==> src/rtl/uart_tx_arbiter.sv <==
// Round-robin arbiter sharing one UART tx byte port between NUM_SRC sources.
// Grants are held for a whole message; a length guard force-releases runaway sources.
module uart_tx_arbiter #(
  parameter int unsigned NUM_SRC   = 4,
  parameter int unsigned MAX_BYTES = 32,
  localparam int unsigned IDW      = $clog2(NUM_SRC)
) (
  input  logic                 clk,
  input  logic                 rst,
  input  logic [NUM_SRC-1:0]   src_valid,
  input  logic [8*NUM_SRC-1:0] src_data,
  input  logic [NUM_SRC-1:0]   src_last,
  output logic [NUM_SRC-1:0]   src_ready,
  output logic                 tx_valid,
  output logic [7:0]           tx_data,
  input  logic                 tx_ready,
  output logic                 busy,
  output logic [IDW-1:0]       grant_id,
  output logic                 msg_trunc
);

  localparam logic [7:0] LastIdx = 8'(MAX_BYTES - 1);

  typedef enum logic {StIdle, StSend} state_e;

  state_e         state_q, state_d;
  logic [IDW-1:0] grant_q, grant_d;
  logic [IDW-1:0] rr_ptr_q, rr_ptr_d;
  logic [7:0]     byte_cnt_q, byte_cnt_d;
  logic           trunc_q, trunc_d;

  logic [7:0]     src_byte [NUM_SRC];
  logic [IDW-1:0] pick, cand;
  logic           found;
  logic           xfer;

  always_comb begin
    for (int i = 0; i < int'(NUM_SRC); i++) begin
      src_byte[i] = src_data[8*i +: 8];
    end
  end

  // First valid source after rr_ptr, wrapping modulo NUM_SRC.
  always_comb begin
    pick  = rr_ptr_q;
    cand  = '0;
    found = 1'b0;
    for (int unsigned k = 1; k <= NUM_SRC; k++) begin
      cand = IDW'((32'(rr_ptr_q) + k) % NUM_SRC);
      if (!found && src_valid[cand]) begin
        found = 1'b1;
        pick  = cand;
      end
    end
  end

  always_comb begin
    state_d    = state_q;
    grant_d    = grant_q;
    rr_ptr_d   = rr_ptr_q;
    byte_cnt_d = byte_cnt_q;
    trunc_d    = 1'b0;
    tx_valid   = 1'b0;
    tx_data    = src_byte[grant_q];
    src_ready  = '0;
    xfer       = 1'b0;

    unique case (state_q)
      StIdle: begin
        if (|src_valid) begin
          grant_d    = pick;
          byte_cnt_d = '0;
          state_d    = StSend;
        end
      end
      StSend: begin
        tx_valid           = src_valid[grant_q];
        src_ready[grant_q] = tx_ready;
        xfer               = tx_valid && tx_ready;
        if (xfer) begin
          byte_cnt_d = byte_cnt_q + 8'd1;
          if (src_last[grant_q] || byte_cnt_q == LastIdx) begin
            state_d    = StIdle;
            rr_ptr_d   = grant_q;
            byte_cnt_d = '0;
            // A real last byte wins over the guard.
            trunc_d    = !src_last[grant_q];
          end
        end
      end
      default: state_d = StIdle;
    endcase
  end

  always_ff @(posedge clk) begin
    if (rst) begin
      state_q    <= StIdle;
      grant_q    <= '0;
      rr_ptr_q   <= IDW'(NUM_SRC - 1);
      byte_cnt_q <= '0;
      trunc_q    <= 1'b0;
    end else begin
      state_q    <= state_d;
      grant_q    <= grant_d;
      rr_ptr_q   <= rr_ptr_d;
      byte_cnt_q <= byte_cnt_d;
      trunc_q    <= trunc_d;
    end
  end

  assign busy      = (state_q == StSend);
  assign grant_id  = grant_q;
  assign msg_trunc = trunc_q;

endmodule

==> config.mk <==
export PLATFORM = sky130hd
export DESIGN_NAME = uart_tx_arbiter
export DESIGN_NICKNAME = d
export VERILOG_FILES = /design/src/rtl/uart_tx_arbiter.sv
export SDC_FILE = /design/constraint.sdc
export NUM_CORES = 1
export LEC_CHECK = 0
export ABC_AREA = 0
export ABC_CLOCK_PERIOD_IN_PS = 2400
export CORE_ASPECT_RATIO = 1.4
export CORE_UTILIZATION = 38
export DETAILED_ROUTE_END_ITERATION = 8
export GPL_TIMING_DRIVEN = 0
export HOLD_SLACK_MARGIN = 0.1
export PLACE_DENSITY = 0.77
export RECOVER_POWER = 100
export SLEW_MARGIN = 40
export SYNTH_ARGS = -nofsm -noshare
export SYNTH_HDL_FRONTEND = slang
export SYNTH_SLANG_ARGS = --single-unit
==> constraint.sdc <==
create_clock -name clk -period 2.4 [get_ports clk]
set_input_delay 0.24 -clock clk [delete_from_list [all_inputs] [get_ports clk]]
set_output_delay 0.24 -clock clk [all_outputs]
set_load 0.01 [all_outputs]
# Word-level counts from Yosys, hierarchy flattened
# Cells that the tools add are included.
dict set report op_classes {
  eq_ne 3
  add_sub_neg 5
  mux 34
  reduce_logical 15
  order_cmp 7
  bitwise 5
}
# op count
set ops {}
lappend ops {{$mux 8} 5}
lappend ops {{$bmux 8 s2} 1}
lappend ops {{$pmux 8 s2} 1}
lappend ops {{$lt 2x3->1 const B} 5}
lappend ops {{$mux 1} 14}
lappend ops {{$bmux 1 s2} 6}
lappend ops {{$add 8x1->8 const B} 1}
lappend ops {{$eq 8x5->1 const B} 1}
lappend ops {{$mux 2} 4}
lappend ops {{$reduce_or 4->1} 2}
lappend ops {{$logic_and 1x1->1} 5}
lappend ops {{$add 2x1->2 const B} 2}
lappend ops {{$add 2x2->2 const B} 2}
lappend ops {{$and 4x4->4} 1}
lappend ops {{$logic_not 1->1} 4}
lappend ops {{$mux 4} 1}
lappend ops {{$reduce_and 2->1} 2}
lappend ops {{$ge 3x3->1 const B} 1}
lappend ops {{$not 1->1} 3}
lappend ops {{$not 2->3} 1}
lappend ops {{$reduce_and 3->1} 1}
lappend ops {{$demux 1 s2} 1}
lappend ops {{$ge 2x1->1 const B} 1}
lappend ops {{$ne 2x1->1 const B} 1}
lappend ops {{3 further kinds} 3}
dict set report totals {
  regBits 14
}

# Depth between registers and ports, before layout
# Gate-level depths: netlist (run 1).
dict set report depth {
  ltp_word 13
  ltp_mapped 6
  depth_no_buf 5
}

# Least setup slack after synthesis (run 1)
# Ideal clock, no wire load.
dict set report synth_timing {
  path_type {register to register}
  startpoint {register grant_q[0], in the netlist grant_id[0]}
  endpoint {register rr_ptr_q[1]}
  slack_ns 0.574
  t_arrival_ns 1.707
  path_stages_with_launch 6
  synth_period_minus_slack_ns 1.826
  path_cell_list {dfxtp_1 > buf_6 > mux4_2 > a31oi_1 > nor3_1 > a211o_1}
}
dict set report synth_between {
  elab_chain_len 4
  elab_cells_between_ends 7
  classes_between {mux (4); reduce/logical (3)}
}
# element line_no
set synth_lines {}
lappend synth_lines {{start: declaration} 27} ;# logic [IDW-1:0] grant_q, grant_d;
lappend synth_lines {{start signal: assignment} 104} ;# grant_q <= grant_d;
lappend synth_lines {{$bmux 1 s2, on equally long branches} {77, 82}}
lappend synth_lines {{$mux 1, on equally long branches} {77, 82}}
lappend synth_lines {{$logic_and 1x1->1 / $logic_or 1x1->1 (equally long branches)} {79, 82}}
lappend synth_lines {{$reduce_and 3->1 (no source line) *} -}
lappend synth_lines {{end signal: assignment} 99} ;# rr_ptr_q <= IDW'(NUM_SRC - 1);
lappend synth_lines {{end signal: assignment} 105} ;# rr_ptr_q <= rr_ptr_d;
lappend synth_lines {{end: declaration} 28} ;# logic [IDW-1:0] rr_ptr_q, rr_ptr_d;
# Every way passes the cells marked *; elsewhere a longest branch is shown, timed or not. The select of a mux whose other input is x is not followed.
# A chain may end at the register's enable or synchronous reset.

# Worst setup path after layout (run 1)
dict set report layout_timing {
  startpoint {input port src_valid[1]}
  endpoint {output port tx_valid}
}
dict set report layout_between {
  elab_chain_len 3
}
# element line_no
set layout_lines {}
lappend layout_lines {{start: declaration} 10} ;# input logic [NUM_SRC-1:0] src_valid,
lappend layout_lines {{$bmux 1 s2} 77} ;# tx_valid = src_valid[grant_q];
lappend layout_lines {{$mux 1 (implied by the code)} 77}
lappend layout_lines {{$mux 1} 68} ;# unique case (state_q)
lappend layout_lines {{end: declaration} 14} ;# output logic tx_valid,
# No other way between the ends. The select of a mux whose other input is x is not followed.

==> out/metrics.csv, run 1 <==
metric,value,unit
Hold WS,0.483,ns
Hold Crit Class,flip-flop to flip-flop,
fin. max-slew vios,0,
I/O pin count,60,
# setup viols final,0,
vias post-DR,1162,
Crit Path Max Fanout,6,
WP data arrival,2.03,ns
PD cells,398,nW/um^2
max cap viols,0,
DRT iter0 DRCs,59,
Detail Placement HPWL,2.64,mm
Die Width,46.4,um
peak supply drop,355,uV
Power Total,679,uW
Worst EP required,2.16,ns
Rows,22,
final-layout fill cell count,224,
clock-pin slew on the worst setup and hold paths,0.09,ns
final WL,3.26,mm
CTS Buf Count,3,
Unique masters post-synth,33,
Post-Syn Area,1050,um^2
Max Root-Sink Buffers,2,
Yosys reg bits,14,
P_leak,0.000623,uW
largest cells by area after synthesis,"dfxtp_1 27%, mux4_2 17%, mux4_1 5.0%",
combinational group share of total power,37.1,%
Post-Syn Nets,154,
total die area,2980,um^2
fraction of layout cells with a size suffix above 1,10.5,%
first-pass GRT wire length,4.80,mm
CTS resizes,0,
Vias per Instance,5.59,
worst slew pin tran,0.561,ns
antenna violations before repair,0,
largest net degree at the start of global routing,18,
Post-CTS Hold Buffers,0,
top-area cell type share of the netlist area,26.7,%
Layout area overhead,62.4,%
post-synth top area cell,dfxtp_1,
Placed Area,1680,um^2
Seq pwr share,36.5,%
number of global-route vias before repair,1091,
DIE HEIGHT,64.2,um
gr usage total,21.8,%
Routed wire per std cell,15.6,um
post-route cell area,1700,um^2
Cells after Synth,110,
maximum clock frequency,440,MHz
status,finished clean,
clock share of power,26.4,%
Core Area,2620,um^2
Sink Count,14,
# Post-CTS Setup Buffers,0,
sequential-to-total area share from yosys stat,26.7,%
PortBufs,59,
CP Class,input pin to primary output,
Final Hold Viols,0,
post-route ant nets,0,
Syn Area/Cell,9.53,um^2
switching pwr,190,uW
routability cong.,0.864,
Fin Setup TNS,0,ns
H-tree levels,1,
Crit. End Element,primary output,
period utilization,94.7,%
switching share of power,28.0,%
Rel. slew slack,62.4,%
Int Power,488,uW
Root Buffer,clkbuf_4,
crit path time final,2.27,ns
RSZ-0062 raised after global routing,no,
drt first pass iters,4,
Synth Warn #,0,
DRC,0,
ANT cells,0,
worst-skew pair later-pin latency,0.29,ns
Initial Util,40.1,%
Layout Nets,217,
skew final,0.00278,ns
CP Launch Type,input pin,
CTS tree,built,
total gr overflow,0,
sequential cells by signal, summed over array words and instances, names as in the netlist:
| register | flops |
|---|---|
| rr_ptr_q | 2 |
| busy | 1 |
| grant_id | 2 |
| byte_cnt_q | 8 |
| msg_trunc | 1 |
cell usage in the layout (no fill, tap or decap), types with 2 or more instances in the layout:
cell / count
mux4_1: 2
mux4_2: 8
inv_1: 2
a211o_1: 3
nand2_1: 4
clkdlybuf4s50_1: 46
dfxtp_1: 14
or2_2: 2
a21oi_1: 8
nand2b_1: 5
and3_1: 4
buf_6: 2
nor2_1: 10
clkbuf_4: 3
nor3_1: 5
nand3b_1: 3
nor2b_1: 2
or3_1: 2
o21ai_0: 2
a31oi_1: 6
mux2i_1: 3
nand3_1: 9
dlygate4sd3_1: 13
synth_stat cells:
cell type	instances
a211o_1	3
a211oi_1	1
a21oi_1	8
a221oi_1	1
a31oi_1	6
and2_1	1
and3_1	4
buf_2	1
buf_6	2
clkbuf_1	2
dfxtp_1	14
ha_1	1
inv_1	2
mux2i_1	3
mux4_1	2
mux4_2	8
nand2_1	4
nand2b_1	5
nand3_1	9
nand3b_1	3
nor2_1	10
nor2b_1	2
nor3_1	5
nor3b_2	1
nor4_1	1
nor4b_4	1
nor4bb_1	1
o211ai_1	1
o21ai_0	2
o22a_1	1
o22ai_1	1
or2_2	2
or3_1	2
worst paths after layout:
check,start,end,slack (ns),cells after the start
max,src_valid[1],tx_valid,0.13,4
min,byte_cnt_q[7],byte_cnt_q[7],0.48,1
max reg2reg,grant_id[0],byte_cnt_q[6],0.30,6
min reg2reg,byte_cnt_q[7],byte_cnt_q[7],0.48,1
kinds of logic after synthesis:
kind of cell / count (synthesis) / share of synthesized area (%)
AND/OR/NAND/NOR: 51 / 28.4
AO/OA/AOI/OAI: 24 / 14.6
flip-flops: 14 / 26.7
multiplexers: 13 / 25.1
buffers and inverters: 7 / 4.06
adder cells (fa/ha/maj): 1 / 1.19
worst max-delay path, cell delays in order:
cell and delay (ns):
dlygate4sd3_1 0.63, mux4_2 0.51, and2_0 0.18, clkdlybuf4s50_1 0.48
layer usage:
layer,global-route usage (%),part of all wire [%]
met3,5.08,14
met1,25.3,38
met5,0,0
met2,36.8,47
met4,8.46,1.3
per-stage QoR:
step	setup slack [ns]	instances	util [%]
floorplan	0.574	110	-
global placement	0.0855	205	64.4
detailed placement	0.0507	205	64.4
CTS	0.190	208	65.6
global route	0.0689	208	65.1
finish	0.127	208	65.1
layout make-up:
class	instances	area, um^2	share of cell area, %
buffer	4	31.3	1.84
clock buffer	4	36.3	2.13
inverter	2	7.51	0.441
multi-input combinational	89	712	41.8
sequential	14	280	16.5
tap	36	45.0	2.65
timing repair buffer	59	591	34.7
power by group through the flow:
| stage | sequential [uW] | clock (uW) | combinational [uW] |
|---|---|---|---|
| floorplan | 253 | 0 | 117 |
| global placement | 253 | 0 | 260 |
| detailed placement | 253 | 0 | 266 |
| CTS | 248 | 184 | 265 |
| global route | 249 | 194 | 271 |
| finish | 248 | 179 | 252 |
No activity file was read; power rests on OpenSTA's default activity.
==> inputs of run 2 (changes only) <==
--- a/config.mk
+++ b/config.mk
@@ -7,8 +7,10 @@
 export LEC_CHECK = 0
 export ABC_AREA = 0
 export ABC_CLOCK_PERIOD_IN_PS = 2400
+export CELL_PAD_IN_SITES_DETAIL_PLACEMENT = 1
+export CELL_PAD_IN_SITES_GLOBAL_PLACEMENT = 1
 export CORE_ASPECT_RATIO = 1.4
-export CORE_UTILIZATION = 38
+export CORE_UTILIZATION = 27
 export DETAILED_ROUTE_END_ITERATION = 8
 export GPL_TIMING_DRIVEN = 0
 export HOLD_SLACK_MARGIN = 0.1
==> out/metrics.csv, run 2 (synthesis results as in run 1) <==
metric,value,unit
status,finished clean,
PortBufs,59,
P_leak,0.000636,uW
largest net degree at the start of global routing,18,
# Post-CTS Setup Buffers,0,
"most common cell after layout, fill and taps aside",clkdlybuf4s50_1,
final-layout fill cell count,428,
Layout area overhead,65.6,%
DIE HEIGHT,75.7,um
combinational group share of total power,34.6,%
total die area,4140,um^2
switching pwr,198,uW
clock-pin slew on the worst setup and hold paths,0.06,ns
routability cong.,0.757,
DRT iter0 DRCs,21,
Reg with most FFs,byte_cnt_q,
vias post-DR,1179,
Hold WS,0.482,ns
area taken by multi-input logic gates,726,um^2
ANT cells,0,
fin. max-slew vios,0,
Reg area,280,um^2
I/O pin count,60,
Layout Nets,217,
Cells after DPL,211,
Rel. slew slack,64.1,%
CP Class,input pin to primary output,
Max Root-Sink Buffers,2,
most frequent cells in the layout,"45 x clkdlybuf4s50_1, 14 x dfxtp_1, 14 x dlygate4sd3_1",
peak supply drop,379,uV
clock share of power,31.8,%
first-pass GRT wire length,5.68,mm
Routed wire per std cell,17.8,um
Vias per Instance,5.51,
Crit Path Max Fanout,6,
DRC,0,
Sink Count,14,
RSZ-0062 raised after global routing,no,
worst-skew pair later-pin latency,0.25,ns
CTS tree,built,
Final Hold Viols,0,
crit path time final,2.25,ns
Largest register FFs,8,
Root Buffer,clkbuf_8,
max cap viols,0,
Seq pwr share,33.6,%
Hold Crit Class,flip-flop to flip-flop,
CTS resizes,0,
CP Launch Type,input pin,
Die Width,54.7,um
PD cells,426,nW/um^2
Layout Cells excl Fill,214,
antenna violations before repair,0,
maximum clock frequency,444,MHz
post-place setup slack,0.0618,ns
final WL,3.81,mm
# setup viols final,0,
Int Power,542,uW
H-tree levels,1,
WP data arrival,2.01,ns
period utilization,93.8,%
Fin Setup TNS,0,ns
Initial Util,28.5,%
CTS Buf Count,3,
Core Area,3680,um^2
drt first pass iters,4,
skew final,0.000890,ns
Crit. End Element,primary output,
worst slew pin tran,0.536,ns
worst setup margin,0.148,ns
Worst EP required,2.16,ns
switching share of power,26.7,%
Rows,26,
Detail Placement HPWL,3.18,mm
number of global-route vias before repair,1228,
fraction of layout cells with a size suffix above 1,11.0,%
post-route ant nets,0,
total gr overflow,0,
gr usage total,19.2,%
run 2: timing repair:
| item | CTS | global route |
|---|---|---|
| endpoints found under the hold margin | 0 | 0 |
| endpoints found under the setup margin | 5 | 0 |
| hold buffers | 0 | 0 |
run 2: power by group through the flow:
stage | registers [uW] | clock network [uW] | logic (uW)
floorplan | 253 | 0 | 117
global route | 250 | 254 | 278
global placement | 253 | 0 | 262
finish | 248 | 235 | 256
detailed placement | 254 | 0 | 270
CTS | 249 | 239 | 270
run 2: path summary, 6_finish.rpt:
| kind | startpoint | to | slack (ns) | depth (start not counted) |
|---|---|---|---|---|
| worst min register to register | byte_cnt_q[7] | byte_cnt_q[7] | 0.48 | 1 |
| worst min-delay path | byte_cnt_q[7] | byte_cnt_q[7] | 0.48 | 1 |
| worst max register to register | grant_id[0] | byte_cnt_q[7] | 0.30 | 6 |
| worst max-delay path | src_valid[1] | tx_valid | 0.15 | 4 |
run 2: final cells by class:
cell class	instances	area share (%)
Multi-Input combinational cell	89	41.8
Tap cell	42	3.03
Timing Repair Buffer	59	34.0
Inverter	2	0.432
Sequential cell	14	16.1
Buffer	4	1.44
Clock buffer	4	3.17
run 2: routing by layer:
layer	share of wire, %	GRT usage (%)
met1	33	17.7
met2	52	37.9
met3	13	5.19
met4	1.9	7.12
met5	0	0
run 2: stage by stage:
stage / cell area, um^2 / total power, uW / util (%)
final: 1740 / 739 / 47.2
after global routing: 1740 / 782 / 47.2
after CTS: 1740 / 758 / 47.4
after detailed placement: 1690 / 524 / 46.0
after global placement: 1690 / 516 / 46.0
after floorplan: 1050 / 371 / -
run 2: critical path: stages:
cell and delay [ns]:
dlygate4sd3_1 0.62, mux4_2 0.51, and2_1 0.17, clkdlybuf4s50_1 0.47
==> inputs of run 3 (changes only) <==
--- a/config.mk
+++ b/config.mk
@@ -10,11 +10,12 @@
 export CELL_PAD_IN_SITES_DETAIL_PLACEMENT = 1
 export CELL_PAD_IN_SITES_GLOBAL_PLACEMENT = 1
 export CORE_ASPECT_RATIO = 1.4
-export CORE_UTILIZATION = 27
+export CORE_UTILIZATION = 28
+export CTS_BUF_LIST = sky130_fd_sc_hd__clkbuf_8
 export DETAILED_ROUTE_END_ITERATION = 8
 export GPL_TIMING_DRIVEN = 0
 export HOLD_SLACK_MARGIN = 0.1
-export PLACE_DENSITY = 0.77
+export PLACE_DENSITY = 0.8
 export RECOVER_POWER = 100
 export SLEW_MARGIN = 40
 export SYNTH_ARGS = -nofsm -noshare
==> out/metrics.csv, run 3 (synthesis results as in run 1) <==
metric,value,unit
switching share of power,26.7,%
post-place setup slack,0.0608,ns
CP Launch Type,input pin,
clock share of power,31.6,%
number of global-route vias before repair,1280,
crit path time final,2.29,ns
top sig layer,met4,
skew final,0.00477,ns
routed wl met3,416,um
Post-CTS Hold Buffers,0,
Crit path max-delay family,buffers and inverters,
fin. max-slew vios,0,
worst setup margin,0.111,ns
worst-skew pair later-pin latency,0.25,ns
max cap viols,0,
ANT cells,0,
antenna violations before repair,0,
PD cells,426,nW/um^2
worst slew pin tran,0.577,ns
post-route cell area,1730,um^2
Seq pwr share,33.8,%
Layout area overhead,64.6,%
# setup viols final,0,
most frequent cells in the layout,"43 x clkdlybuf4s50_1, 16 x dlygate4sd3_1, 14 x dfxtp_1",
met2 routed WL,2.04,mm
period utilization,95.4,%
worst stage delay on the critical path,0.62,ns
drt first pass iters,4,
WP data arrival,2.05,ns
Max Root-Sink Buffers,2,
Vias per Instance,5.57,
Routed wire per std cell,18.2,um
crit-path cells,"dlygate4sd3_1, mux4_2, and2_0, clkdlybuf4s50_1",
Worst EP required,2.16,ns
# Post-CTS Setup Buffers,0,
Detail Placement HPWL,3.22,mm
DRC,0,
H-tree levels,1,
Placed Area,1690,um^2
Die Width,53.7,um
fraction of layout cells with a size suffix above 1,11.0,%
P_leak,0.000633,uW
gr usage total,20.0,%
Rows,25,
I/O pin count,60,
Crit. End Element,primary output,
clock-pin slew on the worst setup and hold paths,0.06,ns
RSZ-0062 raised after global routing,no,
PortBufs,59,
CTS resizes,0,
status,finished clean,
CP Class,input pin to primary output,
Largest register FFs,8,
metal1 wirelength,1.39,mm
total die area,4000,um^2
Layout Nets,217,
peak supply drop,276,uV
combinational group share of total power,34.6,%
Sink Count,14,
worst path bufs/invs,2,
Final Hold Viols,0,
Crit Path Max Fanout,6,
Root Buffer,clkbuf_8,
Initial Util,30.2,%
DRT iter0 DRCs,16,
switching pwr,197,uW
final WL,3.87,mm
vias post-DR,1181,
Hold Crit Class,flip-flop to flip-flop,
CTS tree,built,
post-route ant nets,0,
Reg with most FFs,byte_cnt_q,
"most common cell after layout, fill and taps aside",clkdlybuf4s50_1,
first-pass GRT wire length,5.84,mm
routability cong.,0.750,
maximum clock frequency,437,MHz
CP max-delay cell,dlygate4sd3_1,
CTS Buf Count,3,
Rel. slew slack,61.4,%
Core Area,3470,um^2
total gr overflow,0,
DIE HEIGHT,74.4,um
Fin Setup TNS,0,ns
Int Power,539,uW
largest net degree at the start of global routing,18,
[run 3: worst register-to-register path, stage by stage, from the launching register on]
cell      delay [ns]
dfxtp_1         0.34
buf_6           0.22
mux4_2          0.58
nor4b_2         0.37
clkbuf_2        0.28
nor3b_2         0.20
a211o_1         0.11
[run 3: area by class of cell]
type,count,area (um^2)
clock buffer,4,55.1
inverter,2,7.51
multi-input combinational,89,717
tap,40,50.0
sequential,14,280
timing repair buffer,59,591
buffer,4,25.0
fill,397,1750
[run 3: layer usage]
metal,global-route usage (%),vias up
li1,-,553
met1,19.5,565
met2,40.5,59
met3,3.89,4
met4,4.39,0
met5,0,-
[run 3: power groups by stage]
stage	clock (uW)	sequential, uW	combinational (uW)
2_1_floorplan	0	253	117
3_3_place_gp	0	253	261
3_5_place_dp	0	254	271
4_1_cts	237	249	272
5_1_grt	246	250	276
6_report	232	248	255
[run 3: path summary, 6_finish.rpt]
kind,from,end,slack (ns),depth (start not counted)
setup / recovery,src_valid[1],tx_valid,0.11,4
hold / removal,byte_cnt_q[7],byte_cnt_q[7],0.48,1
setup reg to reg,grant_id[0],byte_cnt_q[6],0.24,6
hold reg to reg,byte_cnt_q[7],byte_cnt_q[7],0.48,1
[run 3: per-stage QoR]
stage | std cells | hold WS, ns | power, uW | util [%]
finish | 212 | 0.482 | 736 | 49.7
global route | 212 | 0.499 | 772 | 49.7
CTS | 212 | 0.481 | 757 | 50.1
detailed placement | 209 | 0.470 | 525 | 48.6
global placement | 209 | 0.456 | 515 | 48.6
floorplan | 110 | 0.440 | 371 | -
